**src/rtl/rr_priority_arbiter.sv**
```systemverilog
// Registered N-way arbiter: fixed-priority or descending round-robin winner search,
// grant held while the owner keeps requesting, optional hold limit forcing rotation in RR mode.
module rr_priority_arbiter #(
  parameter int N        = 8,
  parameter int IDX_W    = 3,
  parameter int MAX_HOLD = 0
) (
  input  logic             clk,
  input  logic             rst_n,
  input  logic             enable,
  input  logic             rr_mode,
  input  logic [N-1:0]     req,
  output logic [N-1:0]     gnt,
  output logic [IDX_W-1:0] gnt_idx,
  output logic             gnt_valid,
  output logic             none
);

  localparam int HC_W     = (MAX_HOLD > 1) ? $clog2(MAX_HOLD) : 1;
  localparam int HC_SAT_I = (MAX_HOLD > 0) ? (MAX_HOLD - 1) : ((1 << HC_W) - 1);
  localparam logic [HC_W-1:0] HC_SAT = HC_SAT_I[HC_W-1:0];
  localparam logic [IDX_W-1:0] PTR_RST = IDX_W'(N - 1);

  typedef enum logic {IDLE, GRANT} state_t;

  state_t           state, state_n;
  logic [IDX_W-1:0] cur, cur_n;
  logic [IDX_W-1:0] ptr, ptr_n;
  logic [HC_W-1:0]  hold_cnt, hold_cnt_n;
  logic [N-1:0]     others;
  logic [N-1:0]     srch_req;
  logic             win_found;
  logic [IDX_W-1:0] win_idx;
  logic             limit_hit;
  logic [N-1:0]     gnt_n;
  logic             none_n;

  // Later loop iterations overwrite earlier hits, so the last hit is the highest-priority one.
  function automatic logic [IDX_W:0] find_winner(input logic [N-1:0] r, input logic rr,
                                                 input logic [IDX_W-1:0] p);
    logic [IDX_W:0] res;
    int j;
    res = '0;
    for (int k = N - 1; k >= 0; k--) begin
      if (rr) begin
        j = int'(p) - k;
        if (j < 0) j = j + N;
      end else begin
        j = N - 1 - k;
      end
      if (r[j]) res = {1'b1, IDX_W'(j)};
    end
    return res;
  endfunction

  always_comb begin
    others      = req;
    others[cur] = 1'b0;
    // While granting, the owner is only re-searched for when it has dropped or is being rotated out.
    srch_req    = (state == GRANT) ? others : req;
    {win_found, win_idx} = find_winner(srch_req, rr_mode, ptr);
    limit_hit   = rr_mode && (MAX_HOLD != 0) && (hold_cnt == HC_SAT) && (others != '0);

    state_n    = state;
    cur_n      = cur;
    ptr_n      = ptr;
    hold_cnt_n = hold_cnt;

    if (!enable) begin
      state_n = IDLE;
    end else if (state == GRANT && req[cur] && !limit_hit) begin
      hold_cnt_n = (hold_cnt == HC_SAT) ? hold_cnt : hold_cnt + 1'b1;
    end else if (win_found) begin
      state_n    = GRANT;
      cur_n      = win_idx;
      hold_cnt_n = '0;
      if (rr_mode) ptr_n = (win_idx == '0) ? PTR_RST : win_idx - 1'b1;
    end else begin
      state_n = IDLE;
    end

    gnt_n = '0;
    if (state_n == GRANT) gnt_n[cur_n] = 1'b1;
    none_n = enable && (req == '0);
  end

  always_ff @(posedge clk or negedge rst_n) begin
    if (!rst_n) begin
      state     <= IDLE;
      cur       <= '0;
      ptr       <= PTR_RST;
      hold_cnt  <= '0;
      gnt       <= '0;
      gnt_idx   <= '0;
      gnt_valid <= 1'b0;
      none      <= 1'b0;
    end else begin
      state     <= state_n;
      cur       <= cur_n;
      ptr       <= ptr_n;
      hold_cnt  <= hold_cnt_n;
      gnt       <= gnt_n;
      gnt_idx   <= (state_n == GRANT) ? cur_n : '0;
      gnt_valid <= (state_n == GRANT);
      none      <= none_n;
    end
  end

endmodule

```
**config.mk**
```make
export PLATFORM = sky130hd
export DESIGN_NAME = rr_priority_arbiter
export DESIGN_NICKNAME = d
export VERILOG_FILES = /design/src/rtl/rr_priority_arbiter.sv
export SDC_FILE = /design/constraint.sdc
export NUM_CORES = 1
export LEC_CHECK = 0
export BUFFER_PORTS_ARGS = -buffer_cell sky130_fd_sc_hd__buf_4
export CAP_MARGIN = 40
export CORE_ASPECT_RATIO = 1.25
export CORE_MARGIN = 2
export CORE_UTILIZATION = 45
export CTS_CLUSTER_DIAMETER = 50
export CTS_CLUSTER_SIZE = 24
export DETAILED_ROUTE_END_ITERATION = 7
export SETUP_SLACK_MARGIN = 0.3
export SLEW_MARGIN = 15
export SYNTH_ARGS = -nofsm -noshare
export SYNTH_HDL_FRONTEND = slang
export SYNTH_SLANG_ARGS = --single-unit
```
**constraint.sdc**
```tcl
create_clock -name clk -period 5.72 [get_ports clk]
set_input_delay 0.572 -clock clk [delete_from_list [all_inputs] [get_ports clk]]
set_output_delay 0.572 -clock clk [all_outputs]
set_load 0.02 [all_outputs]
```
==> reports/summary.txt, run 1 <==
sequential power share: 20.2%
root buffer selected by CTS: clkbuf_8
Die W: 64.8 um
post-CTS resize count: 0
vias in the first global route: 1957
GR Overflow Total: 0
post-CTS setup buffers: 0
DR vias/cell: 6.87
Setup WS post-layout: 2.24 ns
cell leakage power: 0.912 nW
largest net degree at the start of global routing: 33
DR iter-0 viols: 281
critical path arrival: 3.66 ns
CTS Hold Bufs: 0
DR WL/cell: 20.1 um
Total Wirelength: 6140 um
worst reg-to-reg setup slack: 2.24 ns
switch share: 50.4%
endpoints failing hold: 0
Synth Cell Area: 2080 um^2
die footprint: 5190 um^2
Worst setup SP type: flip-flop
core area: 4430 um^2
Total Routing Usage GR: 24.7%
CTS tree: yes
Synth Area per Inst: 8.89 um^2
CP max FO: 7
Cell Count, Final, Fillers Out: 305
Seq/Total Area, Yosys: 23.0%
Num CTS Buffers: 3
via count: 2095
dpl ws: 2.11 ns
layout cells sized above 1: 23.1%
# setup viols final: 0
Final Wtd Congestion: 0.883
clock latency on the worst-skew pair: 0.25 ns
FFs w/ async S/R, synth: 100%
clock sink total: 19
ANT cells: 0
Seq cells post-synth: 19
ranking of synthesized cells by area: dfrtp_1 19%, mux4_2 11%, nand2_1 4.1%, dfstp_2 3.8%, nand3_1 2.9%
post-synthesis cell count: 234
HPWL after DPL: 4730 um
Post-synth EDFFs: 0
IO Port Bufs: 24
Initial Utilization: 47.0%
MaxCap Viol Count: 0
H-tree levels: 1
Fillers: 431
period utilisation layout: 60.9%
# rows: 27
area of the multi-input gates: 1500 um^2
VDD IR max: 0.279 mV
RSZ-0062 raised after global routing: false
worst min path class: in -> async
clock power share: 7.3%
Slew headroom: 47.5%
share of the synthesized area in the top cell type: 19.2%
largest area contributor in the netlist: dfrtp_1
Placed Cells: 301
switching pwr: 0.000612 W
Setup crit end kind: flip-flop
Netlist cell types: 63
maximum clock rate: 287 MHz
I/O pins: 25
yosys warns: 0
antenna violations before repair: 0
Synth Net Count: 249
clk buf depth: 2
Main synth FF type: dfrtp_1
Nets: 263
Comb pwr share: 72.5%
Tightest Pin Transition: 0.786 ns
Setup Skew: 0.00228 ns
internal power: 0.000603 W
Period minus WS final: 3.48 ns
Cell Pwr Density: 527 nW/um^2
clock-pin transition on the worst setup and hold timing paths: 0.06 ns
post-route ant nets: 0
WS Path Type: reg -> reg
Layout area overhead: 10.9%
Pre-antenna DRT Iters: 4
max-slew violation count: 0
register area: 479 um^2
DRC viols: 0
worst path required time: 5.90 ns
Die H: 80.0 um
post-route setup TNS: 0 ns
status: finished, final reports clean
first-pass GRT wire length: 9900 um
Final Power: 0.00121 W
critical path, cell delays in order (launching register included):
cell and delay, ns:
dfstp_2 0.59, inv_1 0.11, ha_1 0.39, and2_1 0.33, nand2_1 0.16, o221ai_1 0.21, a222oi_1 0.12, a211oi_1 0.27
o221ai_1 0.28, mux2_2 0.41, or3b_1 0.39, nor2_1 0.13
power groups by stage:
stage | registers (W) | clock network [W] | logic, W
2_1_floorplan | 0.000241 | 0 | 0.000668
3_3_place_gp | 0.000249 | 0 | 0.000876
3_5_place_dp | 0.000248 | 0 | 0.000863
4_1_cts | 0.000246 | 0.0000919 | 0.000868
5_1_grt | 0.000256 | 0.0000974 | 0.000952
6_report | 0.000246 | 0.0000889 | 0.000880
routing by layer:
layer	part of all wire, %	vias up	track usage, %
met3	5.6	31	1.69
met5	0	-	0
met2	50	114	41.5
li1	-	960	-
met4	5.1	0	14.9
met1	39	990	30.8
sequential cells by signal, indices dropped and copies added, names as in the netlist:
| register | flops |
|---|---|
| gnt | 8 |
| cur | 3 |
| gnt_idx | 3 |
| ptr | 3 |
| none | 1 |
| state | 1 |
placed cells by master (no fill, tap or decap), drive strengths merged, types with 4 or more instances in the layout:
master / instances
nand2: 24
o22ai: 7
o221ai: 5
o21ai: 10
and3b: 4
nand3: 12
nand4: 7
a211oi: 4
and2: 9
a31oi: 6
dfrtp: 16
inv: 7
nor2: 15
a21oi: 6
mux4: 10
o2111ai: 4
clkbuf: 4
nand4b: 4
a221oi: 5
buf: 25
cell type report:
cell class / instances / area share (%)
inverter: 7 / 1.14
sequential: 19 / 20.8
multi-input combinational: 192 / 64.9
timing repair buffer: 25 / 8.13
clock buffer: 4 / 1.95
tap: 58 / 3.15
metrics by stage:
stage,instance area [um^2],hold slack [ns],util [%]
after floorplan,2080,0.276,-
after CTS,2310,0.179,52.1
after detailed placement,2260,0.456,51.1
final,2310,0.178,52.1
after global placement,2260,0.454,51.1
after global routing,2310,0.186,52.1
path summary, 6_finish.rpt:
kind                              from      to  depth (start not counted)
max in group asynchronous        rst_n  ptr[1]                          1
worst min register to register  ptr[0]  ptr[0]                          2
worst min-delay path             rst_n  gnt[5]                          1
min in group clk                ptr[0]  ptr[0]                          2
worst max-delay path            ptr[1]  gnt[1]                         11
worst max register to register  ptr[1]  gnt[1]                         11
Yosys cell counts (all sizes together) (3+ instances only):
| library cell | count |
|---|---|
| nor2 | 15 |
| a21boi | 3 |
| o22ai | 7 |
| and3b | 4 |
| o221ai | 5 |
| nand4 | 7 |
| nand2b | 3 |
| mux4 | 10 |
| buf | 11 |
| a32o | 3 |
| nand3 | 12 |
| dfrtp | 16 |
| mux2 | 3 |
| dfstp | 3 |
| a31oi | 6 |
| and2 | 9 |
| nand4bb | 3 |
| clkbuf | 5 |
| a21oi | 6 |
| a211oi | 4 |
| nor2b | 3 |
| nand4b | 4 |
| o21ai | 10 |
| a221oi | 5 |
| o2111ai | 4 |
| ha | 3 |
| inv | 7 |
| nor3 | 3 |
| nand2 | 24 |
cells by family (layout without fill, tap and decap cells):
family                     count (synthesis)  in the layout  synth area share (%)
buffers and inverters                     23             36                  5.05
xor gates and xnor gates                   3              3                  1.26
AOI/OAI and AO/OA                         73             73                  27.7
DFF                                       19             19                  23.0
adders and majority gates                  3              3                  1.80
muxes                                     15             15                  13.4
and+or+nand+nor                           98             98                  27.7
Note: power is estimated with default switching activity, not from simulation.
==> run 2: changes to the inputs <==
- ABC_AREA: unset -> 1
- PLACE_DENSITY: unset -> 0.66
- clock period: 5.72 -> 3.4 ns (I/O delays scaled with it)
==> reports/summary.txt, run 2 <==
register area: 479 um^2 (unchanged)
DRC viols: 0 (unchanged)
synth cell count leaders: 69 x nand2_1, 53 x nand3_1, 28 x nor2_1, 22 x inv_1, 16 x dfrtp_1 (was 23 x nand2_1, 16 x dfrtp_1, 15 x nor2_1, 12 x nand3_1, 10 x mux4_2)
clock-pin transition on the worst setup and hold timing paths: 0.07 ns (was 0.06 ns)
DR WL/cell: 12.9 um (was 20.1 um)
clock latency on the worst-skew pair: 0.25 ns (about the same)
MaxCap Viol Count: 0 (unchanged)
largest net degree at the start of global routing: 20 (was 33)
most frequent cells in the layout: 68 x nand2_1, 53 x nand3_1, 28 x nor2_1 (was 25 x buf_4, 23 x nand2_1, 16 x dfrtp_1)
ranking of synthesized cells by area: dfrtp_1 25%, nand3_1 16%, nand2_1 16%, nor2_1 6.5%, inv_1 5.1% (was dfrtp_1 19%, mux4_2 11%, nand2_1 4.1%, dfstp_2 3.8%, nand3_1 2.9%)
Setup Skew: 0.00543 ns (was 0.00228 ns)
die footprint: 4090 um^2 (was 5190 um^2)
first-pass GRT wire length: 6870 um (was 9900 um)
CP dominant cell by count: nand2_1 (was o221ai_1)
H-tree levels: 1 (unchanged)
antenna violations before repair: 0 (unchanged)
VDD IR max: 0.618 mV (was 0.279 mV)
Tightest Pin Transition: 0.413 ns (was 0.786 ns)
Total Routing Usage GR: 21.5% (was 24.7%)
Fillers: 369 (was 431)
WS Path Type: reg -> reg (unchanged)
FFs w/ async S/R, synth: 100% (unchanged)
Seq/Total Area, Yosys: 29.6% (was 23.0%)
Total Wirelength: 4170 um (was 6140 um)
post-route ant nets: 0 (unchanged)
CP max FO: 11 (was 7)
Synth Area per Inst: 6.31 um^2 (was 8.89 um^2)
post-route setup TNS: 0 ns (unchanged)
Period minus WS final: 2.74 ns (was 3.48 ns)
# setup viols final: 0 (unchanged)
ANT cells: 0 (unchanged)
CTS tree: yes (unchanged)
worst path required time: 3.59 ns (was 5.90 ns)
clk buf depth: 2 (unchanged)
post-synthesis cell count: 256 (was 234)
Netlist cell types: 33 (was 63)
period utilisation layout: 80.6% (was 60.9%)
Seq cells post-synth: 19 (unchanged)
largest area contributor in the netlist: dfrtp_1 (unchanged)
CP Depth: 22 (was 11)
vias in the first global route: 1572 (was 1957)
Initial Utilization: 46.8% (was 47.0%)
worst min path class: in -> reg (was in -> async)
layout cells sized above 1: 23.6% (was 23.1%)
Worst Min Path Start: req[6]
cells on worst reg2reg path: 22 (was 11)
root buffer selected by CTS: clkbuf_8 (unchanged)
hold slack final: 0.411 ns (was 0.178 ns)
Pre-antenna DRT Iters: 5 (was 4)
via count: 1711 (was 2095)
Nets: 300 (was 263)
Num CTS Buffers: 3 (unchanged)
share of the synthesized area in the top cell type: 24.8% (was 19.2%)
Final Wtd Congestion: 0.990 (was 0.883)
Main synth FF type: dfrtp_1 (unchanged)
RSZ-0062 raised after global routing: false (unchanged)
Post-synth EDFFs: 0 (unchanged)
status: finished, final reports clean (unchanged)
DR iter-0 viols: 69 (was 281)
Synth Net Count: 271 (was 249)
DR vias/cell: 5.30 (was 6.87)
Final Power: 0.00186 W (was 0.00121 W)
# rows: 24 (was 27)
yosys warns: 0 (unchanged)
GR Overflow Total: 0 (unchanged)
worst reg-to-reg setup slack: 0.66 ns (was 2.24 ns)
Slew headroom: 72.2% (was 47.5%)
Buf+Inv Stages, Crit Path: 4 (was 1)
I/O pins: 25 (unchanged)
Hold Crit Endpoint: none
worst reg2reg endpoint: ptr[2] (was gnt[1])
Layout area overhead: 17.1% (was 10.9%)
most frequent cell after synthesis: nand2_1 (unchanged)
area of the multi-input gates: 987 um^2 (was 1500 um^2)
max incr delay on CP: 0.53 ns (was 0.59 ns)
Worst path slowest cell: dfstp_2 (unchanged)
Largest register FFs: 8 (unchanged)
CP delay by family, top: simple AND/OR/NAND/NOR gates (unchanged)
Cell Pwr Density: 982 nW/um^2 (was 527 nW/um^2)
Die W: 57.6 um (was 64.8 um)
max-slew violation count: 0 (unchanged)
endpoints failing hold: 0 (unchanged)
Synth Cell Area: 1620 um^2 (was 2080 um^2)
most common cell after layout, fill and taps aside: nand2_1 (was buf_4)
Biggest register: gnt (unchanged)
core area: 3450 um^2 (was 4430 um^2)
Worst setup SP type: flip-flop (unchanged)
Setup crit end kind: flip-flop (unchanged)
maximum clock rate: 365 MHz (was 287 MHz)
HPWL after DPL: 3480 um (was 4730 um)
Die H: 71.0 um (was 80.0 um)
clock sink total: 19 (unchanged)
r2r startpoint: ptr[0] (was ptr[1])
critical path, cell by cell: inv_1 -> nand2_1 -> inv_2 -> nand3_1 -> nand3_1 -> nand3_1 -> nand2_1 -> inv_2 -> nand3_1 -> nand2_1 -> nand2_1 -> nand2_1 -> nand2_1 -> nand2_1 -> nand2_1 -> nand2_2 -> inv_1 -> ha_1 -> nand3_1 -> nand3_1 -> nor2_1 -> nor2_1 (was inv_1 -> ha_1 -> and2_1 -> nand2_1 -> o221ai_1 -> a222oi_1 -> a211oi_1 -> o221ai_1 -> mux2_2 -> or3b_1 -> nor2_1)
IO Port Bufs: 24 (unchanged)
critical path arrival: 2.93 ns (was 3.66 ns)
Hold Path Stages: 3
cell leakage power: 1.03 nW (was 0.912 nW)
[run 2: cell count changes in the layout (fill, tap and decap cells not counted), moves of 5 or more]
| cell | previous run | this run |
|---|---|---|
| mux4_2 | 10 | 0 |
| and2_1 | 8 | 0 |
| nand4_1 | 7 | 1 |
| a221oi_1 | 5 | 0 |
| nand2_1 | 23 | 68 |
| o221ai_1 | 5 | 0 |
| nand3_1 | 12 | 53 |
| nor2_1 | 15 | 28 |
| inv_1 | 7 | 21 |
| a31oi_1 | 6 | 1 |
| nor2_2 | 0 | 6 |
| o22ai_1 | 7 | 2 |
| inv_2 | 0 | 14 |
[run 2: per-stage QoR]
stage	std cells	util, %	worst slack (ns)	area (um^2)
2_1_floorplan	256	-	0.910	1620
3_3_place_gp	318	53.1	0.570	1830
3_5_place_dp	318	53.1	0.565	1830
4_1_cts	323	54.7	0.553	1890
5_1_grt	323	54.8	0.315	1890
6_report	323	54.8	0.659	1890
[run 2: per-layer routing]
metal	up-vias	global-route usage, %	part of all wire (%)
met5	-	0	0
met3	13	1.46	3.1
met1	768	25.4	42
met2	40	39.5	51
li1	890	-	-
met4	0	8.79	3.1
[run 2: how the worst max path moves through the flow]
| stage | start | end |
|---|---|---|
| 6_report | ptr[0] | ptr[2] |
| 5_1_grt | ptr[1] | ptr[2] |
| 4_1_cts | ptr[1] | ptr[2] |
| 3_5_place_dp | ptr[1] | ptr[2] |
| 3_3_place_gp | ptr[1] | ptr[2] |
| 2_1_floorplan | ptr[1] | ptr[1] |
[run 2: final cells by class]
| class | instances | share of cell area (%) |
|---|---|---|
| inverters | 37 | 7.47 |
| clock inverters | 1 | 0.264 |
| flip-flops and latches | 19 | 25.3 |
| clock buffers | 3 | 2.18 |
| repair buffers | 25 | 10.0 |
| multi-input cells | 199 | 52.1 |
| well taps | 39 | 2.58 |
[run 2: worst reg2reg max path: cells and delay by family, from the launching register on]
family        cells  cell delay (ns)
simple gates     17             1.57
buf+inv           4             0.38
fa+ha+maj         1             0.20
flops             1             0.53
[run 2: repair_timing]
action                                  CTS  global route
hold endpoints to repair                 16             0
gates resized for setup                   0             2
endpoints found under the setup margin    0             2
hold buffers                              1             0
buffers inserted                          0             0
[run 2: power breakdown]
| group | total, W | internal, W | switching [W] |
|---|---|---|---|
| logic | 0.00133 | 0.000440 | 0.000893 |
| clock network | 0.000152 | 0.0000814 | 0.0000711 |
| registers | 0.000373 | 0.000316 | 0.0000567 |
[run 2: logic make-up (layout without fill, tap and decap cells)]
| kind of cell | Yosys count | count (layout) | synth area share, % |
|---|---|---|---|
| buffers and inverters | 38 | 66 | 9.44 |
| and+or+nand+nor | 170 | 170 | 48.2 |
| adders and majority gates | 3 | 3 | 2.32 |
| xor gates and xnor gates | 1 | 1 | 0.542 |
| DFF | 19 | 19 | 29.6 |
| AOI/OAI and AO/OA | 25 | 25 | 9.83 |
==> run 3: changes to the inputs <==
- clock period: 3.4 -> 2.58 ns (I/O delays scaled with it)
==> reports/summary.txt, run 3 (synthesis results as in run 2) <==
root buffer selected by CTS: clkbuf_8 (unchanged)
M2 GR Usage: 47.7% (was 39.5%)
worst min path class: in -> reg (unchanged)
MaxCap Viol Count: 0 (unchanged)
Total Wirelength: 5320 um (was 4170 um)
most frequent cells in the layout: 50 x buf_4, 42 x nand2_1, 29 x nand3_2 (was 68 x nand2_1, 53 x nand3_1, 28 x nor2_1)
cell leakage power: 1.27 nW (was 1.03 nW)
met1 usage: 27.0% (was 25.4%)
CP dominant cell by count: nand2_1 (unchanged)
Total Routing Usage GR: 25.4% (was 21.5%)
WS Path Type: reg -> reg (unchanged)
status: finished, final reports clean (unchanged)
critical path, cell by cell: inv_2 -> ha_4 -> nand2_2 -> inv_2 -> nor3_4 -> inv_2 -> nand3_2 -> nand2_4 -> a21oi_2 -> nand2_1 -> nand2_1 -> nand2_1 -> nand2_1 -> nand2_1 -> nand2_1 -> nand2_2 -> inv_2 -> ha_4 -> inv_2 -> nand2_2 -> nand3_2 -> nor2_2 -> nor2_2 (was inv_1 -> nand2_1 -> inv_2 -> nand3_1 -> nand3_1 -> nand3_1 -> nand2_1 -> inv_2 -> nand3_1 -> nand2_1 -> nand2_1 -> nand2_1 -> nand2_1 -> nand2_1 -> nand2_1 -> nand2_2 -> inv_1 -> ha_1 -> nand3_1 -> nand3_1 -> nor2_1 -> nor2_1)
VDD IR max: 0.958 mV (was 0.618 mV)
via count: 1950 (was 1711)
CTS tree: yes (unchanged)
CP max FO: 4 (was 11)
clock sink total: 19 (unchanged)
antenna violations before repair: 0 (unchanged)
period utilisation layout: 99.7% (was 80.6%)
Biggest register: gnt (unchanged)
Largest register FFs: 8 (unchanged)
GR Overflow Total: 0 (unchanged)
# setup viols final: 0 (unchanged)
Cell Pwr Density: 1390 nW/um^2 (was 982 nW/um^2)
maximum clock rate: 389 MHz (was 365 MHz)
Worst setup SP type: flip-flop (unchanged)
Final Wtd Congestion: 1.01 (was 0.990)
Worst path slowest cell: dfstp_2 (unchanged)
die footprint: 4090 um^2 (unchanged)
IO Port Bufs: 24 (unchanged)
met3 Use GR: 2.56% (was 1.46%)
layout cells sized above 1: 55.6% (was 23.6%)
Die H: 71.0 um (unchanged)
clock-pin transition on the worst setup and hold timing paths: 0.07 ns (about the same)
ANT cells: 0 (unchanged)
max incr delay on CP: 0.55 ns (was 0.53 ns)
critical path arrival: 2.77 ns (was 2.93 ns)
clock latency on the worst-skew pair: 0.26 ns (was 0.25 ns)
first-pass GRT wire length: 8170 um (was 6870 um)
DR iter-0 viols: 99 (was 69)
Slew headroom: 72.2% (about the same)
DRC viols: 0 (unchanged)
HPWL after DPL: 3700 um (was 3480 um)
Fillers: 265 (was 369)
Initial Utilization: 46.8% (unchanged)
Num CTS Buffers: 3 (unchanged)
Nets: 329 (was 300)
Die W: 57.6 um (unchanged)
DR vias/cell: 5.54 (was 5.30)
DR WL/cell: 15.1 um (was 12.9 um)
clk buf depth: 2 (unchanged)
Pre-antenna DRT Iters: 5 (unchanged)
Top Usage Layer GRT: met2 (unchanged)
H-tree levels: 1 (unchanged)
Core Util, Final: 73.9% (was 54.8%)
worst path required time: 2.78 ns (was 3.59 ns)
largest net degree at the start of global routing: 20 (unchanged)
most common cell after layout, fill and taps aside: buf_4 (was nand2_1)
max-slew violation count: 0 (unchanged)
Setup Skew: 0.00574 ns (was 0.00543 ns)
vias in the first global route: 1880 (was 1572)
endpoints failing hold: 0 (unchanged)
hold slack final: 0.336 ns (was 0.411 ns)
# rows: 24 (unchanged)
Layout area overhead: 57.9% (was 17.1%)
core area: 3450 um^2 (unchanged)
I/O pins: 25 (unchanged)
Setup crit end kind: flip-flop (unchanged)
RSZ-0062 raised after global routing: true (was false)
Tightest Pin Transition: 0.412 ns (was 0.413 ns)
post-route ant nets: 0 (unchanged)
Period minus WS final: 2.57 ns (was 2.74 ns)
## run 3: worst paths after layout
path                            cells after the start  slack [ns]      to   start
worst max-delay path                               23       0.007  ptr[2]  ptr[1]
worst min-delay path                                3        0.34    none  req[7]
worst max register to register                     23       0.007  ptr[2]  ptr[1]
worst min register to register                      2        0.55  ptr[0]  ptr[0]
max in group asynchronous                           2        1.91  ptr[2]   rst_n
min in group asynchronous                           2        0.42  gnt[3]   rst_n
## run 3: per-stage QoR
| stage | setup TNS (ns) | worst slack, ns | cell area, um^2 | instances | power, W |
|---|---|---|---|---|---|
| final | 0 | 0.00682 | 2550 | 352 | 0.00354 |
| after global routing | -1.12 | -0.168 | 2550 | 352 | 0.00384 |
| after CTS | 0 | 0.115 | 2330 | 345 | 0.00317 |
| after detailed placement | -0.173 | -0.0748 | 2020 | 331 | 0.00252 |
| after global placement | -0.485 | -0.0633 | 2020 | 331 | 0.00253 |
| after floorplan | 0 | 0.267 | 1700 | 256 | 0.00196 |
## run 3: worst max-delay path: cells and delay by family (launching register included)
kind	cells	cell delay, ns
AND/OR/NAND/NOR	15	1.25
AO/OA/AOI/OAI	1	0.10
flip-flops	1	0.55
buffers and inverters	5	0.32
adder cells (fa/ha/maj)	2	0.30
## run 3: power breakdown
group / internal, W / switching [W] / total, W
Combinational: 0.00113 / 0.00172 / 0.00285
Sequential: 0.000417 / 0.0000734 / 0.000490
Clock: 0.000107 / 0.0000963 / 0.000204
Total: 0.00166 / 0.00189 / 0.00354
## run 3: metal layers
metal  vias up  routed length (um)
met2        70                2970
met5         -                   0
met1       901                1910
met3        25                 174
li1        954                   -
met4         0                 255
## run 3: timing repair
| item | in CTS | in global routing |
|---|---|---|
| endpoints found under the setup margin | 18 | 18 |
| hold buffers | 1 | 0 |
| resized for setup | 48 | 44 |
| pin swaps | 32 | 20 |
| hold endpoints to repair | 16 | 0 |
| setup buffers | 9 | 7 |
## run 3: layout make-up
type / count / area, um^2 / share of cell area (%)
sequential: 19 / 479 / 18.8
tap: 39 / 48.8 / 1.91
multi-input combinational: 199 / 1400 / 54.9
clock buffer: 3 / 41.3 / 1.62
inverter: 37 / 159 / 6.23
clock inverter: 1 / 5.00 / 0.196
timing repair buffer: 54 / 419 / 16.4
